==> config.mk <==
export PLATFORM = sky130hd
export DESIGN_NAME = core_sequencer_flat
export DESIGN_NICKNAME = d
export VERILOG_FILES = /design/src/rtl/seq_pkg.sv /design/src/rtl/core_sequencer_if.sv /design/src/rtl/seq_perf_counters.sv /design/src/rtl/core_sequencer.sv /design/src/flat_wrapper.sv
export SDC_FILE = /design/constraint.sdc
export NUM_CORES = 1
export LEC_CHECK = 0
export ABC_AREA = 1
export CORE_UTILIZATION = 44
export CTS_CLUSTER_SIZE = 10
export DETAILED_ROUTE_END_ITERATION = 6
export GPL_ROUTABILITY_DRIVEN = 0
export PLACE_DENSITY = 0.85
export RECOVER_POWER = 50
export REMOVE_ABC_BUFFERS = 1
export SLEW_MARGIN = 10
export SYNTH_ARGS = -nofsm -noshare
export SYNTH_HDL_FRONTEND = slang
export SYNTH_SLANG_ARGS = --single-unit
==> constraint.sdc <==
create_clock -name clk -period 3.15 [get_ports clk]
set_clock_uncertainty 0.15 [all_clocks]
set_input_delay 0.63 -clock clk [delete_from_list [all_inputs] [get_ports clk]]
set_output_delay 0.63 -clock clk [all_outputs]
set_load 0.01 [all_outputs]
==> src/rtl/seq_pkg.sv <==
// Shared types and encodings for the multi-cycle core sequencer.
package seq_pkg;

  typedef enum logic [2:0] {
    ST_IDLE,
    ST_FETCH,
    ST_DECODE,
    ST_EXEC,
    ST_MEM,
    ST_WB,
    ST_TRAP
  } state_e;

  typedef enum logic [2:0] {
    CLS_R,
    CLS_I,
    CLS_LOAD,
    CLS_STORE,
    CLS_BRANCH
  } cls_e;

  localparam logic [6:0] OP_R      = 7'b0110011;
  localparam logic [6:0] OP_I      = 7'b0010011;
  localparam logic [6:0] OP_LOAD   = 7'b0000011;
  localparam logic [6:0] OP_STORE  = 7'b0100011;
  localparam logic [6:0] OP_BRANCH = 7'b1100011;

  localparam logic [1:0] ALU_ADD    = 2'b00;
  localparam logic [1:0] ALU_SUB    = 2'b01;
  localparam logic [1:0] ALU_FUNCT  = 2'b10;
  localparam logic [1:0] ALU_IFUNCT = 2'b11;

  localparam logic [1:0] CAUSE_NONE    = 2'b00;
  localparam logic [1:0] CAUSE_ILLEGAL = 2'b01;
  localparam logic [1:0] CAUSE_TIMEOUT = 2'b10;

  typedef struct packed {
    logic       mem_req;
    logic       mem_we;
    logic       mem_addr_sel;
    logic       pc_we;
    logic       branch;
    logic       reg_we;
    logic       wb_sel;
    logic       alu_src;
    logic [1:0] alu_op;
    logic       busy;
  } ctl_t;

  // Moore strobes for a state; applied to the next state so they land in flops.
  function automatic ctl_t ctl_decode(state_e s, cls_e c);
    ctl_t k;
    k = '0;
    k.busy = (s != ST_IDLE) && (s != ST_TRAP);
    if (s == ST_EXEC || s == ST_MEM || s == ST_WB) begin
      k.alu_src = (c == CLS_I) || (c == CLS_LOAD) || (c == CLS_STORE);
      case (c)
        CLS_R:      k.alu_op = ALU_FUNCT;
        CLS_I:      k.alu_op = ALU_IFUNCT;
        CLS_BRANCH: k.alu_op = ALU_SUB;
        default:    k.alu_op = ALU_ADD;
      endcase
    end
    case (s)
      ST_FETCH: k.mem_req = 1'b1;
      ST_EXEC: begin
        k.pc_we  = (c == CLS_BRANCH);
        k.branch = (c == CLS_BRANCH);
      end
      ST_MEM: begin
        k.mem_req      = 1'b1;
        k.mem_addr_sel = 1'b1;
        k.mem_we       = (c == CLS_STORE);
      end
      ST_WB: begin
        k.reg_we = 1'b1;
        k.wb_sel = (c == CLS_LOAD);
        k.pc_we  = 1'b1;
      end
      default: ;
    endcase
    return k;
  endfunction

endpackage

==> src/rtl/core_sequencer_if.sv <==
// Shared memory port handshake between the sequencer and the memory arbiter.
interface core_sequencer_if;
  logic mem_req;
  logic mem_we;
  logic mem_addr_sel;
  logic mem_ready;

  modport master (output mem_req, output mem_we, output mem_addr_sel, input mem_ready);
  modport slave  (input mem_req, input mem_we, input mem_addr_sel, output mem_ready);
endinterface

==> src/rtl/seq_perf_counters.sv <==
// Active-cycle and retired-instruction counters, wrapping modulo 2^32.
module seq_perf_counters (
  input  logic        clk,
  input  logic        rst_n,
  input  logic        busy,
  input  logic        pc_we,
  output logic [31:0] cycle_cnt,
  output logic [31:0] instret_cnt
);

  always_ff @(posedge clk or negedge rst_n) begin
    if (!rst_n) begin
      cycle_cnt   <= '0;
      instret_cnt <= '0;
    end else begin
      cycle_cnt   <= cycle_cnt + 32'(busy);
      instret_cnt <= instret_cnt + 32'(pc_we);
    end
  end

endmodule

==> src/rtl/core_sequencer.sv <==
// Multi-cycle fetch/decode/execute/mem/writeback sequencer with shared memory port.
// Optional perf counters enabled by defining SEQ_PERF_COUNTERS_EN.
//
// state  | meaning
// IDLE   | waiting for run
// FETCH  | instruction read on shared port, ir_load on ready
// DECODE | classify opcode, illegal -> TRAP
// EXEC   | ALU operation, branch retires here
// MEM    | load/store access, store retires on ready
// WB     | register write, PC+4
// TRAP   | sticky fault, left only by reset
module core_sequencer
  import seq_pkg::*;
#(
  parameter int TIMEOUT_CYCLES = 16
) (
  input  logic              clk,
  input  logic              reset,
  input  logic              run,
  input  logic [6:0]        opcode,
  input  logic              zero,
  core_sequencer_if.master  mem,
  output logic              ir_load,
  output logic              pc_we,
  output logic              pc_src,
  output logic              reg_we,
  output logic              wb_sel,
  output logic              alu_src,
  output logic [1:0]        alu_op,
  output logic              busy,
  output logic              trap,
  output logic [1:0]        trap_cause,
  output logic [31:0]       cycle_cnt,
  output logic [31:0]       instret_cnt
);

  localparam int WAIT_W = $clog2(TIMEOUT_CYCLES + 1);
  localparam logic [WAIT_W-1:0] WAIT_LAST = WAIT_W'(TIMEOUT_CYCLES - 1);

  state_e            state, state_nxt, boundary_st;
  cls_e              cls, cls_nxt;
  logic [WAIT_W-1:0] wait_cnt, wait_nxt;
  logic [1:0]        cause_nxt;
  ctl_t              ctl;

  assign boundary_st = run ? ST_FETCH : ST_IDLE;

  always_comb begin
    state_nxt = state;
    cls_nxt   = cls;
    wait_nxt  = '0;
    cause_nxt = trap_cause;
    case (state)
      ST_IDLE: if (run) state_nxt = ST_FETCH;
      ST_FETCH, ST_MEM: begin
        // ready on the final allowed cycle still completes the access
        if (mem.mem_ready) begin
          if (state == ST_FETCH)   state_nxt = ST_DECODE;
          else if (cls == CLS_LOAD) state_nxt = ST_WB;
          else                      state_nxt = boundary_st;
        end else if (wait_cnt == WAIT_LAST) begin
          state_nxt = ST_TRAP;
          cause_nxt = CAUSE_TIMEOUT;
        end else begin
          wait_nxt = wait_cnt + WAIT_W'(1);
        end
      end
      ST_DECODE: begin
        state_nxt = ST_EXEC;
        case (opcode)
          OP_R:      cls_nxt = CLS_R;
          OP_I:      cls_nxt = CLS_I;
          OP_LOAD:   cls_nxt = CLS_LOAD;
          OP_STORE:  cls_nxt = CLS_STORE;
          OP_BRANCH: cls_nxt = CLS_BRANCH;
          default: begin
            state_nxt = ST_TRAP;
            cause_nxt = CAUSE_ILLEGAL;
          end
        endcase
      end
      ST_EXEC: begin
        case (cls)
          CLS_BRANCH:          state_nxt = boundary_st;
          CLS_LOAD, CLS_STORE: state_nxt = ST_MEM;
          default:             state_nxt = ST_WB;
        endcase
      end
      ST_WB:   state_nxt = boundary_st;
      default: ;
    endcase
  end

  always_ff @(posedge clk or negedge reset) begin
    if (!reset) begin
      state      <= ST_IDLE;
      cls        <= CLS_R;
      wait_cnt   <= '0;
      ctl        <= '0;
      trap       <= 1'b0;
      trap_cause <= CAUSE_NONE;
    end else begin
      state      <= state_nxt;
      cls        <= cls_nxt;
      wait_cnt   <= wait_nxt;
      ctl        <= ctl_decode(state_nxt, cls_nxt);
      trap       <= (state_nxt == ST_TRAP);
      trap_cause <= cause_nxt;
    end
  end

  assign mem.mem_req      = ctl.mem_req;
  assign mem.mem_we       = ctl.mem_we;
  assign mem.mem_addr_sel = ctl.mem_addr_sel;
  assign ir_load          = ctl.mem_req & ~ctl.mem_addr_sel & mem.mem_ready;
  // mem_we is only set in MEM for a store, so it doubles as the store-retire qualifier
  assign pc_we            = ctl.pc_we | (ctl.mem_we & mem.mem_ready);
  assign pc_src           = ctl.branch & zero;
  assign reg_we           = ctl.reg_we;
  assign wb_sel           = ctl.wb_sel;
  assign alu_src          = ctl.alu_src;
  assign alu_op           = ctl.alu_op;
  assign busy             = ctl.busy;

`ifdef SEQ_PERF_COUNTERS_EN
  seq_perf_counters u_perf (
    .clk         (clk),
    .rst_n       (reset),
    .busy        (busy),
    .pc_we       (pc_we),
    .cycle_cnt   (cycle_cnt),
    .instret_cnt (instret_cnt)
  );
`else
  assign cycle_cnt   = '0;
  assign instret_cnt = '0;
`endif

endmodule

==> src/flat_wrapper.sv <==
// flat-port wrapper written by rule: the top's interface ports become plain ports
module core_sequencer_flat import seq_pkg::*;
#(
  parameter int TIMEOUT_CYCLES = 16
)
  (clk, reset, run, opcode, zero, ir_load, pc_we, pc_src, reg_we, wb_sel, alu_src, alu_op, busy, trap, trap_cause, cycle_cnt, instret_cnt, mem_mem_req, mem_mem_we, mem_mem_addr_sel, mem_mem_ready);
  core_sequencer_if mem_i ();
  input  logic clk;
  input  logic reset;
  input  logic run;
  input  logic [6:0] opcode;
  input  logic zero;
  output logic ir_load;
  output logic pc_we;
  output logic pc_src;
  output logic reg_we;
  output logic wb_sel;
  output logic alu_src;
  output logic [1:0] alu_op;
  output logic busy;
  output logic trap;
  output logic [1:0] trap_cause;
  output logic [31:0] cycle_cnt;
  output logic [31:0] instret_cnt;
  output wire logic [$bits(mem_i.mem_req)-1:0] mem_mem_req;
  output wire logic [$bits(mem_i.mem_we)-1:0] mem_mem_we;
  output wire logic [$bits(mem_i.mem_addr_sel)-1:0] mem_mem_addr_sel;
  input wire logic [$bits(mem_i.mem_ready)-1:0] mem_mem_ready;
  assign mem_mem_req = mem_i.mem_req;
  assign mem_mem_we = mem_i.mem_we;
  assign mem_mem_addr_sel = mem_i.mem_addr_sel;
  assign mem_i.mem_ready = mem_mem_ready;
  core_sequencer #(.TIMEOUT_CYCLES(TIMEOUT_CYCLES)) u_core (.clk(clk), .reset(reset), .run(run), .opcode(opcode), .zero(zero), .mem(mem_i), .ir_load(ir_load), .pc_we(pc_we), .pc_src(pc_src), .reg_we(reg_we), .wb_sel(wb_sel), .alu_src(alu_src), .alu_op(alu_op), .busy(busy), .trap(trap), .trap_cause(trap_cause), .cycle_cnt(cycle_cnt), .instret_cnt(instret_cnt));
endmodule
Yosys cells after proc, flatten, opt, wreduce, memory -nomap -nowiden
Cells that the tools add are included.
- reduce and logical (&&, ||, !) cells: 14
- add/subtract/negate cells: 1
- bitwise logic cells: 6
- multiplexer cells: 25
- equal/unequal tests: 27
- operator list (operator ; number):
    case mux 3 bit (5 select lines) ; 2
    2-to-1 mux 3 bit ; 8
    equality test 3 x 2 -> 1 bit, second input constant ; 7
    equality test 3 bit, second input constant ; 7
    2-to-1 mux 5 bit ; 3
    equality test 7 x 6 -> 1 bit, second input constant ; 2
    2-to-1 mux 2 bit ; 5
    equality test 3 x 1 -> 1 bit, second input constant ; 3
    equality test 7 x 2 -> 1 bit, second input constant ; 1
    equality test 7 x 5 -> 1 bit, second input constant ; 1
    equality test 7 bit, second input constant ; 1
    logical NOT 3 bit ; 2
    case mux 2 bit (3 select lines) ; 1
    case mux 3 bit (2 select lines) ; 1
    OR reduction 2 bit ; 3
    adder 5 x 1 -> 5 bit, second input constant ; 1
    equality test 5 x 4 -> 1 bit, second input constant ; 1
    OR reduction 5 bit ; 1
    bitwise AND 1 bit ; 4
    logical OR 1 bit ; 4
    inequality test 2 bit, second input constant ; 2
    case mux 2 bit (2 select lines) ; 1
    AND reduction 4 bit ; 1
    2-to-1 mux 1 bit ; 3
    8 further kinds ; 8
- output and inout port bits: 79
- input port bits: 12
- register bits: 25
- word-level logic and storage cells: 88

Longest topological paths before layout
- word-level depth: 9
- mapped depth: 12
- mapped depth without buffers: 12

Worst setup path before layout
No wires, ideal clock.
- kind: input port to flip-flop
- from: in opcode[3]
- to: reg u_core.ctl, in the netlist u_core.alu_op[0]
- cell stages on the path: 11
- data required time: 2929 ps
- path buffers: 0
- path slack: 1459 ps
- arrival time: 1470 ps
- setup time: 71 ps
- cell sequence: nor2_2 > nand3_1 > nand2_1 > nand2_2 > nand2_1 > nand2_2 > inv_2 > nand2_1 > nand2_1 > inv_1 > nor2_1
- elaborated cells on any way between the ends: 20
- those cells by class: eq/ne (10); mux (6); reduce/logical (4)
- RTL lines (item ; RTL line ; source):
    start: declaration ; flat_wrapper.sv:11 ; input logic [6:0] opcode;
    equality test 7 bit, or another cell as far along ; core_sequencer.sv:70 ; case (opcode)
    case mux 3 bit (5 select lines) * ; core_sequencer.sv:70 ;
    2-to-1 mux 3 bit * ; core_sequencer.sv:53 ; case (state)
    net u_core.cls_nxt[2] ; core_sequencer.sv:41 ; cls_e cls, cls_nxt;
    equality test 3 bit, or another cell as far along ; seq_pkg.sv:57 ; case (c)
    case mux 2 bit (3 select lines) * ; seq_pkg.sv:57 ;
    2-to-1 mux 3 bit * ; seq_pkg.sv:55 ; if (s == ST_EXEC || s == ST_MEM || s == ST_WB) begin
    end signal: assignment ; core_sequencer.sv:106 ; ctl <= ctl_decode(state_nxt, cls_nxt);
    end: declaration ; core_sequencer.sv:44 ; ctl_t ctl;
Mark *: on every way through the listed nets, which the timed path passes. The rest lies on a longest branch.
A chain may end at the register's enable or synchronous reset.

Final worst setup path
- from: in mem_mem_ready
- to: out ir_load
- cells in the longest elaborated chain, start to end: 1
- RTL lines (item ; RTL line ; source):
    start: declaration ; flat_wrapper.sv:28 ; input wire logic [$bits(mem_i.mem_ready)-1:0] mem_mem_ready;
    bitwise AND 1 bit ; core_sequencer.sv:115 ; assign ir_load = ctl.mem_req & ~ctl.mem_addr_sel & mem.mem_ready;
    end: declaration ; flat_wrapper.sv:13 ; output logic ir_load;
No other way between the ends.

==> flow_summary.ini <==
[finish]
drive_gt1_frac = 0.124
multi_input_area_um2 = 811
fill_cells = 362
fin_area_um2 = 1920
seq_area_um2 = 626
syn_to_final_growth_pct = 6.00
final_nets = 272
antenna_cells = 0

[pwr]
p_comb_frac = 0.521
max-vdd-ir-drop_mv = 0.226
powerDensity_nw_per_um2 = 726
p_int_mw = 0.780
clockPowerShare = 0.140
total_leakage_power_nw = 1.06
seq_power_share = 0.340
power.switching_mw = 0.616
switching_share = 0.441

[die]
die_y_um = 66.2
io_pins = 91
row_count = 22
core_um2 = 3800
dieWidth_um = 66.2
dieArea_um2 = 4380
initial_core_util = 0.477

[synthesis]
synth_largest_area_cell = dfrtp_1
synth_edf_count = 0
synth.most_common_cell = buf_4
yosys_warnings = 0
synthCells = 230
synth-seq-cells = 25
synth.avg_cell_area_um2 = 7.88
synth_top_area_frac = 0.345
synth_ff_type = dfrtp_1
synth.distinct_cells = 24
synth_seq_area_share = 0.345
synth_area_leaders = dfrtp_1, buf_4, nand2_1
async_flop_share = 1.00
syn-cell-area_um2 = 1810
synth_common_cells = buf_4, nand2_1, dfrtp_1, inv_1, nand3_1

[sta]
setup_tns_ns = 0
hold_ws_ns = 0.324
finalCritPeriodShare = 0.877
fin_crit_ns = 2.76
slew-limit-headroom = 0.145
worstMarginPinSlew_ns = 1.28
finalSetupViolations = 0
drv_slew = 0
hold_violations = 0
timing.fmax_mhz = 362
rsz0062_at_grt = no

[worst_setup_path]
reg2reg_from = u_core.state[2]
cp.arrival_ns = 1.98
rrSetupSlack_ns = 1.41
r2r_end = u_core.alu_src
endpoint_kind = primary output
path_buf_inv = 2
critPathTopFamily = buffers and inverters
required_ns = 2.37
cp_slowest_stage_delay_ns = 0.65
cp_max_fo = 6
path_cells = dlygate4sd3_1 > nand2_1 > nor2_1 > clkdlybuf4s50_1
cp_slowest_cell = dlygate4sd3_1
startpoint_type = primary input
critPathKind = in -> out
r2r_cells = 10
crit_cells = 4

[cts]
cts_hold_buf = 0
cts_root_buf = clkbuf_8
clock_path_buffers = 2
cts_tree = yes
cts_setup_buffers = 0
cts_made_buffers = 3
cts.sink_count = 25
insertion_delay_ns = 0.27
clk_pin_slew_ns = 0.08
htreeDepth = 1
cts_resized = 0

[worst_hold_path]
worstHoldPathCells = 1
min_to = u_core.wait_cnt[0]
hp-class = reg -> reg
min-delay-start = u_core.wait_cnt[0]

[outcome]
status = completed

[global_routing]
grt_pass1_vias = 1100
grt_max_degree = 26
grt_pass1_wl_um = 4590
track_usage = 0.139
antenna_found_initial = 0
gr-total-overflow = 0

[drt]
dr.pass1.iters = 4
wl_per_cell_um = 9.16
drc = 0
ant_nets = 0
drt_iter0_markers = 57
drt-vias-per-instance = 4.14
drt-total-wl_um = 2800
vias = 1268

[placement]
dpl-instance-area_um2 = 1880
io_buffer_count = 26
dpl.hpwl_um = 2290

[job]
maxCapViolations = 0
==> registers in the layout (all words and copies together), names as in the netlist, 2 cells and up <==
signal and count:
u_core.wait_cnt 5, u_core.alu_op 2, u_core.ctl 2, u_core.cls 3
u_core.state 3, u_core.trap_cause 2
==> area by class of cell <==
| class | count | share of cell area |
|---|---|---|
| clock buffer | 3 | 0.0215 |
| clock inverter | 1 | 0.00391 |
| inverter | 30 | 0.0586 |
| multi-input combinational | 172 | 0.422 |
| sequential | 25 | 0.326 |
| tap | 48 | 0.0313 |
| timing repair buffer | 27 | 0.137 |
==> layer usage <==
layer  vias up  share of wire  global-route usage
li1        634              -                   -
met4         0          0.019              0.0851
met3         4          0.062              0.0172
met2        62           0.49               0.240
met1       568           0.43               0.163
met5         -              0                   0
==> power by group through the flow <==
stage | Sequential [mW] | Combinational (mW) | Clock (mW)
final | 0.474 | 0.727 | 0.195
after global routing | 0.484 | 0.815 | 0.213
after CTS | 0.472 | 0.730 | 0.197
after detailed placement | 0.479 | 0.728 | 0
after global placement | 0.476 | 0.710 | 0
after floorplan | 0.494 | 0.490 | 0
==> cell families (layout without fill, tap and decap cells) <==
group           Yosys count  in the layout  synth area share
buf+inv                  96             61             0.335
simple gates             91             91             0.253
flops                    25             25             0.345
compound gates           13             13            0.0428
xor+xnor                  3              3            0.0145
fa+ha+maj                 1              1           0.00690
other cells               1             64           0.00207
==> metrics by stage <==
step | setup slack, ns | util | total power, mW | cells
3_3_place_gp | 0.474 | 0.495 | 1.19 | 302
5_1_grt | 0.281 | 0.506 | 1.51 | 306
4_1_cts | 0.461 | 0.508 | 1.40 | 306
2_1_floorplan | 1.46 | - | 0.983 | 227
6_report | 0.387 | 0.506 | 1.40 | 306
3_5_place_dp | 0.453 | 0.495 | 1.21 | 302
==> worst max path at each step <==
stage                     slack, ns               end          start
final                          0.39           ir_load  mem_mem_ready
after global routing           0.28           ir_load  mem_mem_ready
after CTS                      0.46           ir_load  mem_mem_ready
after detailed placement       0.45           ir_load  mem_mem_ready
after global placement         0.47           ir_load  mem_mem_ready
after floorplan                1.46  u_core.alu_op[0]      opcode[3]
==> cells in the final DEF, fill, tap and decap left out, types with 2 or more instances in the layout <==
cell type,Yosys,routed
nand2_4,2,2
nand3_1,15,15
o21ai_0,4,4
nand2_2,6,6
nor2_1,14,14
nor2_4,2,2
inv_2,8,8
nor3_1,3,4
dlygate4sd3_1,0,2
o21ai_2,2,2
inv_1,22,22
nand3_2,5,5
dfrtp_1,25,25
clkdlybuf4s50_1,0,24
clkbuf_8,0,3
a21oi_1,5,5
conb_1,1,64
nand2_1,38,38
nor2_2,3,3
xnor2_1,2,2
nand4_1,2,2
(Power assumes the default switching activity.)
